--- src/rtl/fetch_stage_pkg.sv ---
// -----------------------------------------------------------------------------
// cpu_pkg
// Types and constants shared by the fetch stage, its IF/ID register and the
// PC unit.
//   RESET_PC      : PC value after reset
//   NOP_INSTR     : instruction word used for pipeline bubbles
//   fetch_state_t : fetch FSM state encoding
//   fetch_entry_t : instruction word paired with its PC+4
// -----------------------------------------------------------------------------
package cpu_pkg;

   localparam logic [31:0] RESET_PC  = 32'h8000_0000;
   localparam logic [31:0] NOP_INSTR = 32'h0000_0000;

   typedef enum logic [1:0] {
      REQ  = 2'd0,
      WAIT = 2'd1,
      HOLD = 2'd2
   } fetch_state_t;

   typedef struct packed {
      logic [31:0] instr;
      logic [31:0] pc4;
   } fetch_entry_t;

endpackage

--- src/rtl/fetch_stage_if.sv ---
// -----------------------------------------------------------------------------
// fetch_stage_if
// Instruction-memory request/response channel.
//   IMemReq   : one-cycle request strobe
//   IMemAddr  : request address
//   IMemValid : response valid, at least one cycle after the request
//   IMemData  : response instruction word
// master = fetch stage, slave = instruction memory.
// -----------------------------------------------------------------------------
interface fetch_stage_if;

   logic        IMemReq;
   logic [31:0] IMemAddr;
   logic        IMemValid;
   logic [31:0] IMemData;

   modport master (
      output IMemReq,
      output IMemAddr,
      input  IMemValid,
      input  IMemData
   );

   modport slave (
      input  IMemReq,
      input  IMemAddr,
      output IMemValid,
      output IMemData
   );

endinterface

--- src/rtl/fetch_stage_if_id_reg.sv ---
// -----------------------------------------------------------------------------
// if_id_reg
// IF/ID pipeline register.  Priority: flush -> bubble, load -> new entry,
// stall -> hold, otherwise bubble.
//   CLK, Reset_n : clock, asynchronous active-low reset
//   load         : capture din as a valid instruction
//   stall        : decode cannot accept; keep current contents
//   flush        : force a bubble regardless of stall
//   din          : instruction and PC+4 to capture
//   instr, pc4   : registered instruction and its PC+4
//   valid        : register holds a real instruction
// -----------------------------------------------------------------------------
module if_id_reg
   import cpu_pkg::*;
(
   input  logic         CLK,
   input  logic         Reset_n,
   input  logic         load,
   input  logic         stall,
   input  logic         flush,
   input  fetch_entry_t din,
   output logic [31:0]  instr,
   output logic [31:0]  pc4,
   output logic         valid
);

   // NOTE: sequential state uses non-blocking assignments so every register
   // samples pre-edge values, independent of block ordering.
   always_ff @(posedge CLK or negedge Reset_n) begin
      if (!Reset_n) begin
         instr <= NOP_INSTR;
         pc4   <= RESET_PC;
         valid <= 1'b0;
      end else if (flush) begin
         instr <= NOP_INSTR;
         valid <= 1'b0;
      end else if (load) begin
         instr <= din.instr;
         pc4   <= din.pc4;
         valid <= 1'b1;
      end else if (!stall) begin
         // Bubbles keep the last PC+4; only the instruction and valid change.
         instr <= NOP_INSTR;
         valid <= 1'b0;
      end
   end

endmodule

--- src/rtl/fetch_stage.sv ---
// -----------------------------------------------------------------------------
// fetch_stage
// Issues one instruction-memory request per PC, waits for the variable-latency
// response and hands the instruction plus PC+4 to decode through IF/ID.
//   CLK, Reset_n      : clock, asynchronous active-low reset
//   PC, PCplus4       : current PC and PC+4 from the PC unit
//   ID_Stall          : decode cannot accept a new instruction
//   Flush             : PC is redirected at this edge
//   imem              : instruction-memory channel (master side)
//   FetchStall        : hold the PC; low only in a delivery cycle
//   IF_ID_Instruction : registered instruction for decode
//   IF_ID_PCplus4     : registered PC+4 of that instruction
//   IF_ID_Valid       : IF/ID holds a real instruction
// -----------------------------------------------------------------------------
module fetch_stage
   import cpu_pkg::*;
(
   input  logic          CLK,
   input  logic          Reset_n,
   input  logic [31:0]   PC,
   input  logic [31:0]   PCplus4,
   input  logic          ID_Stall,
   input  logic          Flush,
   fetch_stage_if.master imem,
   output logic          FetchStall,
   output logic [31:0]   IF_ID_Instruction,
   output logic [31:0]   IF_ID_PCplus4,
   output logic          IF_ID_Valid
);

   fetch_state_t state;
   logic         squash;    // outstanding response belongs to a killed path
   fetch_entry_t hold_buf;  // response captured while decode was stalled

   logic         resp_live;
   logic         deliver;
   fetch_entry_t deliver_data;

   // A response is usable only if it is not squashed and no redirect is
   // happening in the same cycle; Flush always wins over delivery.
   assign resp_live = (state == WAIT) && imem.IMemValid && !squash && !Flush;

   assign deliver = (resp_live && !ID_Stall) ||
                    ((state == HOLD) && !ID_Stall && !Flush);

   assign deliver_data = (state == HOLD) ? hold_buf
                                         : fetch_entry_t'{instr: imem.IMemData, pc4: PCplus4};

   // Gated by reset so no request escapes while the FSM sits in its REQ reset
   // state; it rises as soon as reset is released.
   assign imem.IMemReq  = Reset_n && (state == REQ);
   assign imem.IMemAddr = PC;
   assign FetchStall    = !deliver;

   // NOTE: the hold buffer is reset along with the control state so the
   // register bank comes up in a known value after every reset.
   always_ff @(posedge CLK or negedge Reset_n) begin
      if (!Reset_n) begin
         state    <= REQ;
         squash   <= 1'b0;
         hold_buf <= '0;
      end else begin
         unique case (state)
            REQ: begin
               state  <= WAIT;
               // The request issued this cycle targets the path being killed.
               squash <= Flush;
            end
            WAIT: begin
               if (imem.IMemValid) begin
                  squash <= 1'b0;
                  if (squash || Flush || !ID_Stall) begin
                     state <= REQ;
                  end else begin
                     hold_buf <= fetch_entry_t'{instr: imem.IMemData, pc4: PCplus4};
                     state    <= HOLD;
                  end
               end else if (Flush) begin
                  squash <= 1'b1;
               end
            end
            HOLD: begin
               // A flush simply abandons the buffer; its contents are never read
               // again until refilled.
               if (Flush || !ID_Stall) state <= REQ;
            end
            default: state <= REQ;
         endcase
      end
   end

   if_id_reg u_if_id_reg (
      .CLK     (CLK),
      .Reset_n (Reset_n),
      .load    (deliver),
      .stall   (ID_Stall),
      .flush   (Flush),
      .din     (deliver_data),
      .instr   (IF_ID_Instruction),
      .pc4     (IF_ID_PCplus4),
      .valid   (IF_ID_Valid)
   );

endmodule
--- src/flat_wrapper.sv ---
// flat-port wrapper written by rule: the top's interface ports become plain ports
module fetch_stage_flat import cpu_pkg::*;
  (CLK, Reset_n, PC, PCplus4, ID_Stall, Flush, FetchStall, IF_ID_Instruction, IF_ID_PCplus4, IF_ID_Valid, imem_IMemReq, imem_IMemAddr, imem_IMemValid, imem_IMemData);
  fetch_stage_if imem_i ();
  input  logic CLK;
  input  logic Reset_n;
  input  logic [31:0] PC;
  input  logic [31:0] PCplus4;
  input  logic ID_Stall;
  input  logic Flush;
  output logic FetchStall;
  output logic [31:0] IF_ID_Instruction;
  output logic [31:0] IF_ID_PCplus4;
  output logic IF_ID_Valid;
  output wire logic [$bits(imem_i.IMemReq)-1:0] imem_IMemReq;
  output wire logic [$bits(imem_i.IMemAddr)-1:0] imem_IMemAddr;
  input wire logic [$bits(imem_i.IMemValid)-1:0] imem_IMemValid;
  input wire logic [$bits(imem_i.IMemData)-1:0] imem_IMemData;
  assign imem_IMemReq = imem_i.IMemReq;
  assign imem_IMemAddr = imem_i.IMemAddr;
  assign imem_i.IMemValid = imem_IMemValid;
  assign imem_i.IMemData = imem_IMemData;
  fetch_stage u_core (.CLK(CLK), .Reset_n(Reset_n), .PC(PC), .PCplus4(PCplus4), .ID_Stall(ID_Stall), .Flush(Flush), .imem(imem_i), .FetchStall(FetchStall), .IF_ID_Instruction(IF_ID_Instruction), .IF_ID_PCplus4(IF_ID_PCplus4), .IF_ID_Valid(IF_ID_Valid));
endmodule
--- config.mk ---
export PLATFORM = sky130hd
export DESIGN_NAME = fetch_stage_flat
export DESIGN_NICKNAME = d
export VERILOG_FILES = /design/src/rtl/fetch_stage_pkg.sv /design/src/rtl/fetch_stage_if.sv /design/src/rtl/fetch_stage_if_id_reg.sv /design/src/rtl/fetch_stage.sv /design/src/flat_wrapper.sv
export SDC_FILE = /design/constraint.sdc
export NUM_CORES = 1
export LEC_CHECK = 0
export ABC_AREA = 1
export CAP_MARGIN = 15
export CORE_ASPECT_RATIO = 0.75
export CORE_UTILIZATION = 48
export CTS_CLUSTER_SIZE = 28
export DETAILED_ROUTE_END_ITERATION = 6
export GPL_TIMING_DRIVEN = 0
export PLACE_DENSITY = 0.87
export SLEW_MARGIN = 20
export SYNTH_ARGS = -nofsm -noshare
export SYNTH_HDL_FRONTEND = slang
export SYNTH_SLANG_ARGS = --single-unit
--- constraint.sdc ---
create_clock -name CLK -period 1.6 [get_ports CLK]
set_input_delay 0.4 -clock CLK [delete_from_list [all_inputs] [get_ports CLK]]
set_output_delay 0.4 -clock CLK [all_outputs]
set_load 0.01 [all_outputs]
==> flow_summary_export.csv <==
group,metric,value,unit
critical_path,cp_data_arrival_time,1.40,ns
timing,fin_ws,-0.203,ns
timing,rsz0062_at_grt,"true",
synth,synth_common_cells,"nand2_1, dfrtp_1, nand3_1, inv_1, o21ai_2",
synth,synth-async-reset-ratio,100,%
synth,synth.most_common_cell,"nand2_1",
layout,nNetsFinal,1121,
drt,first_pass_iters,5,
drt,vias_per_cell,5.02,
timing,min_period,1.80,ns
critical_path,crit_chain,"inv_2 > nor2_4 > nand2_2 > nand2_4 > nand2_4 > buf_6",
layout,diodes,0,
critical_path,cp_common_cell,"nand2_4",
placed_design,gp_congestion,0.779,
grt,grt_max_degree,38,
synth,synth.avg_cell_area,8.09,um2
critical_path,worst-path-buf-inv,2,
synth,synth_edf_count,0,
synth,synth_top_cell_by_area,"dfrtp_1",
critical_path,critPathCaptureType,"output port",
floorplan,start_util,50.0,%
power,peakVddDrop,0.997,mV
synth,syn-num-nets,920,
placed_design,port_buffers,167,
placed_design,dpl.hpwl,12100,um
grt,grt-ovfl-total,0,
clock_network,cts_root_buffer,"clkbuf_16",
run_status,violations,"setup timing",
layout,syn_to_final_growth,41.4,%
min_path,hold_class,"in -> async",
timing,maxSlewViolCount,0,
drt,drc_errors,0,
power,p_total,11.0,mW
synth,synth-main-ff-cell,"dfrtp_1",
grt,first_global_vias,5847,
power,p_per_area,1170,nW/um2
timing,setup_viol,2,
clock_network,cts.sinks,132,
timing,max_freq,555,MHz
drt,vias,6038,
critical_path,timing.critical_path.max_delay_family,"flip-flops",
synth,seq_area_frac_synth,49.9,%
synth,synth_top_area_share,49.5,%
timing,timing.final.crit_share,113,%
critical_path,cp-start-kind,"register",
synth,synth-seq-cells,132,
floorplan,die_x,138,um
floorplan,chipHeight,104,um
timing,tightestPinTransition,0.828,ns
grt,grt_pass1_wl,29300,um
synth,syn-instance-count,819,
timing,fin_tns_setup,-0.332,ns
drt,drtIter0Drc,335,
clock_network,htree_levels,4,
layout,drive_above_1_share,19.4,%
drt,ant_nets,0,
run_status,status,"complete, but fails checks",
synth,netlist_top_cells_area,"dfrtp_1, nand2_1, o21ai_2, nand3_1, buf_4",
floorplan,coreArea,13200,um2
flow_run,maxCapViolations,0,
timing,finClkSkew,0.0116,ns
grt,track_usage,26.7,%
critical_path,path_max_fanout,5,
clock_network,cts_buffers,17,
timing,slew_headroom,44.6,%
critical_path,crit_path_top_delay_cell,"dfrtp_2",
timing,hold_violations,0,
critical_path,cp_slowest_stage_delay,0.43,ns
drt,routedWlPerCell,15.4,um
clock_network,tritoncts,"yes",
clock_network,clkLatencyLatePin,0.41,ns
power,p_leak,5.23,nW
floorplan,io_pins,200,
critical_path,worstPathRequired,1.20,ns
timing,timing.hold.ws,0.0406,ns
synth,synth_area,6620,um2
floorplan,die-area,14300,um2
clock_network,clk_pin_slew_worst_paths,0.06,ns
synth,yosysUniqueCellTypes,20,
grt,antenna_found_initial,0,
critical_path,critPathKind,"reg -> out",
floorplan,fp-row-count,36,
synth,ys_warn_count,0,
clock_network,cts_max_path_buffers,2,
drt,wirelength,18500,um
-- worst register-to-register path, delay by kind of cell, from the launching register on --
kind                   cells  cell delay [ns]
AO/OA/AOI/OAI              1             0.06
buffers and inverters      4             0.65
flip-flops                 1             0.45
AND/OR/NAND/NOR            3             0.27
-- layout by cell type, fill, tap and decap left out, types with 4 or more instances in the layout --
| cell type | n |
|---|---|
| buf_2 | 8 |
| buf_4 | 50 |
| buf_6 | 18 |
| bufinv_16 | 4 |
| clkbuf_16 | 17 |
| clkbuf_2 | 9 |
| clkdlybuf4s50_1 | 97 |
| dfrtp_1 | 129 |
| dlygate4sd2_1 | 66 |
| inv_1 | 68 |
| nand2_1 | 359 |
| nand3_1 | 97 |
| o21ai_1 | 4 |
| o21ai_2 | 60 |
-- worst paths after layout --
check                                             endpoint                   startpoint  slack (ns)  depth (start not counted)
setup reg to reg           u_core.hold_buf[22]$_DFFE_PN0P_  u_core.state[0]$_DFFE_PN0P_        0.10                          8
min in group CLK                 u_core.squash$_DFFE_PN0P_                        Flush        0.46                          3
setup / recovery                                FetchStall  u_core.state[1]$_DFFE_PN0P_       -0.20                          6
max in group asynchronous      u_core.state[1]$_DFFE_PN0P_                      Reset_n        0.24                          3
hold reg to reg                  u_core.squash$_DFFE_PN0P_    u_core.squash$_DFFE_PN0P_        0.48                          2
hold / removal             u_core.hold_buf[44]$_DFFE_PN0P_                      Reset_n        0.04                          3
-- per-layer routing --
layer  vias to the layer above  routed length, um  GRT usage, %
li1                       2914                  -             -
met1                      2861               8140          36.8
met2                       232               8850          41.6
met3                        31               1140          4.70
met4                         0                388          10.2
met5                         -                  0             0
-- cell families (layout without fill, tap and decap cells) --
logic type / count (synthesis) / count (layout) / share of synthesized area, %
buf+inv: 153 / 366 / 13.1
flops: 132 / 132 / 49.9
compound gates: 66 / 66 / 8.39
simple gates: 468 / 468 / 28.6
-- cell type report --
class / count / area [um2]
sequential: 132 / 3310
clock inverter: 13 / 184
inverter: 71 / 267
clock buffer: 18 / 429
timing repair buffer: 183 / 1860
multi-input combinational: 534 / 2490
fill: 1061 / 3870
buffer: 81 / 617
tap: 171 / 214
-- flip-flops by register name (all words and copies together) (netlist names) --
| register | cells |
|---|---|
| u_core.u_if_id_reg.instr | 32 |
| u_core.state | 2 |
| u_core.u_if_id_reg.pc4 | 32 |
| u_core.squash | 1 |
| u_core.hold_buf | 64 |
| u_core.u_if_id_reg.valid | 1 |
-- repair_timing --
| action | in CTS | in global routing |
|---|---|---|
| endpoints found under the setup margin | 71 | 50 |
| endpoints found under the hold margin | 58 | 0 |
| resized for setup | 90 | 23 |
| cloned | 3 | 0 |
| pin swaps | 4 | 2 |
| hold buffers | 4 | 0 |
| setup buffers | 5 | 3 |
-- per-stage QoR --
stage	setup slack (ns)	cells	cell area, um2	util, %
floorplan	0.201	819	6620	-
global placement	-5.09	1157	8510	64.3
detailed placement	-0.872	1158	8540	64.5
CTS	-0.246	1201	9330	70.4
global route	-0.246	1203	9370	70.7
finish	-0.203	1203	9370	70.7
-- power breakdown --
group          leakage, nW  total [mW]  switching [mW]  internal (mW)
registers             1.70        4.51           0.412           4.10
logic                 3.23        2.34            1.17           1.17
clock network        0.292        4.12            1.52           2.60
total                 5.23        11.0            3.11           7.86
Note: power is estimated with default switching activity, not from simulation.
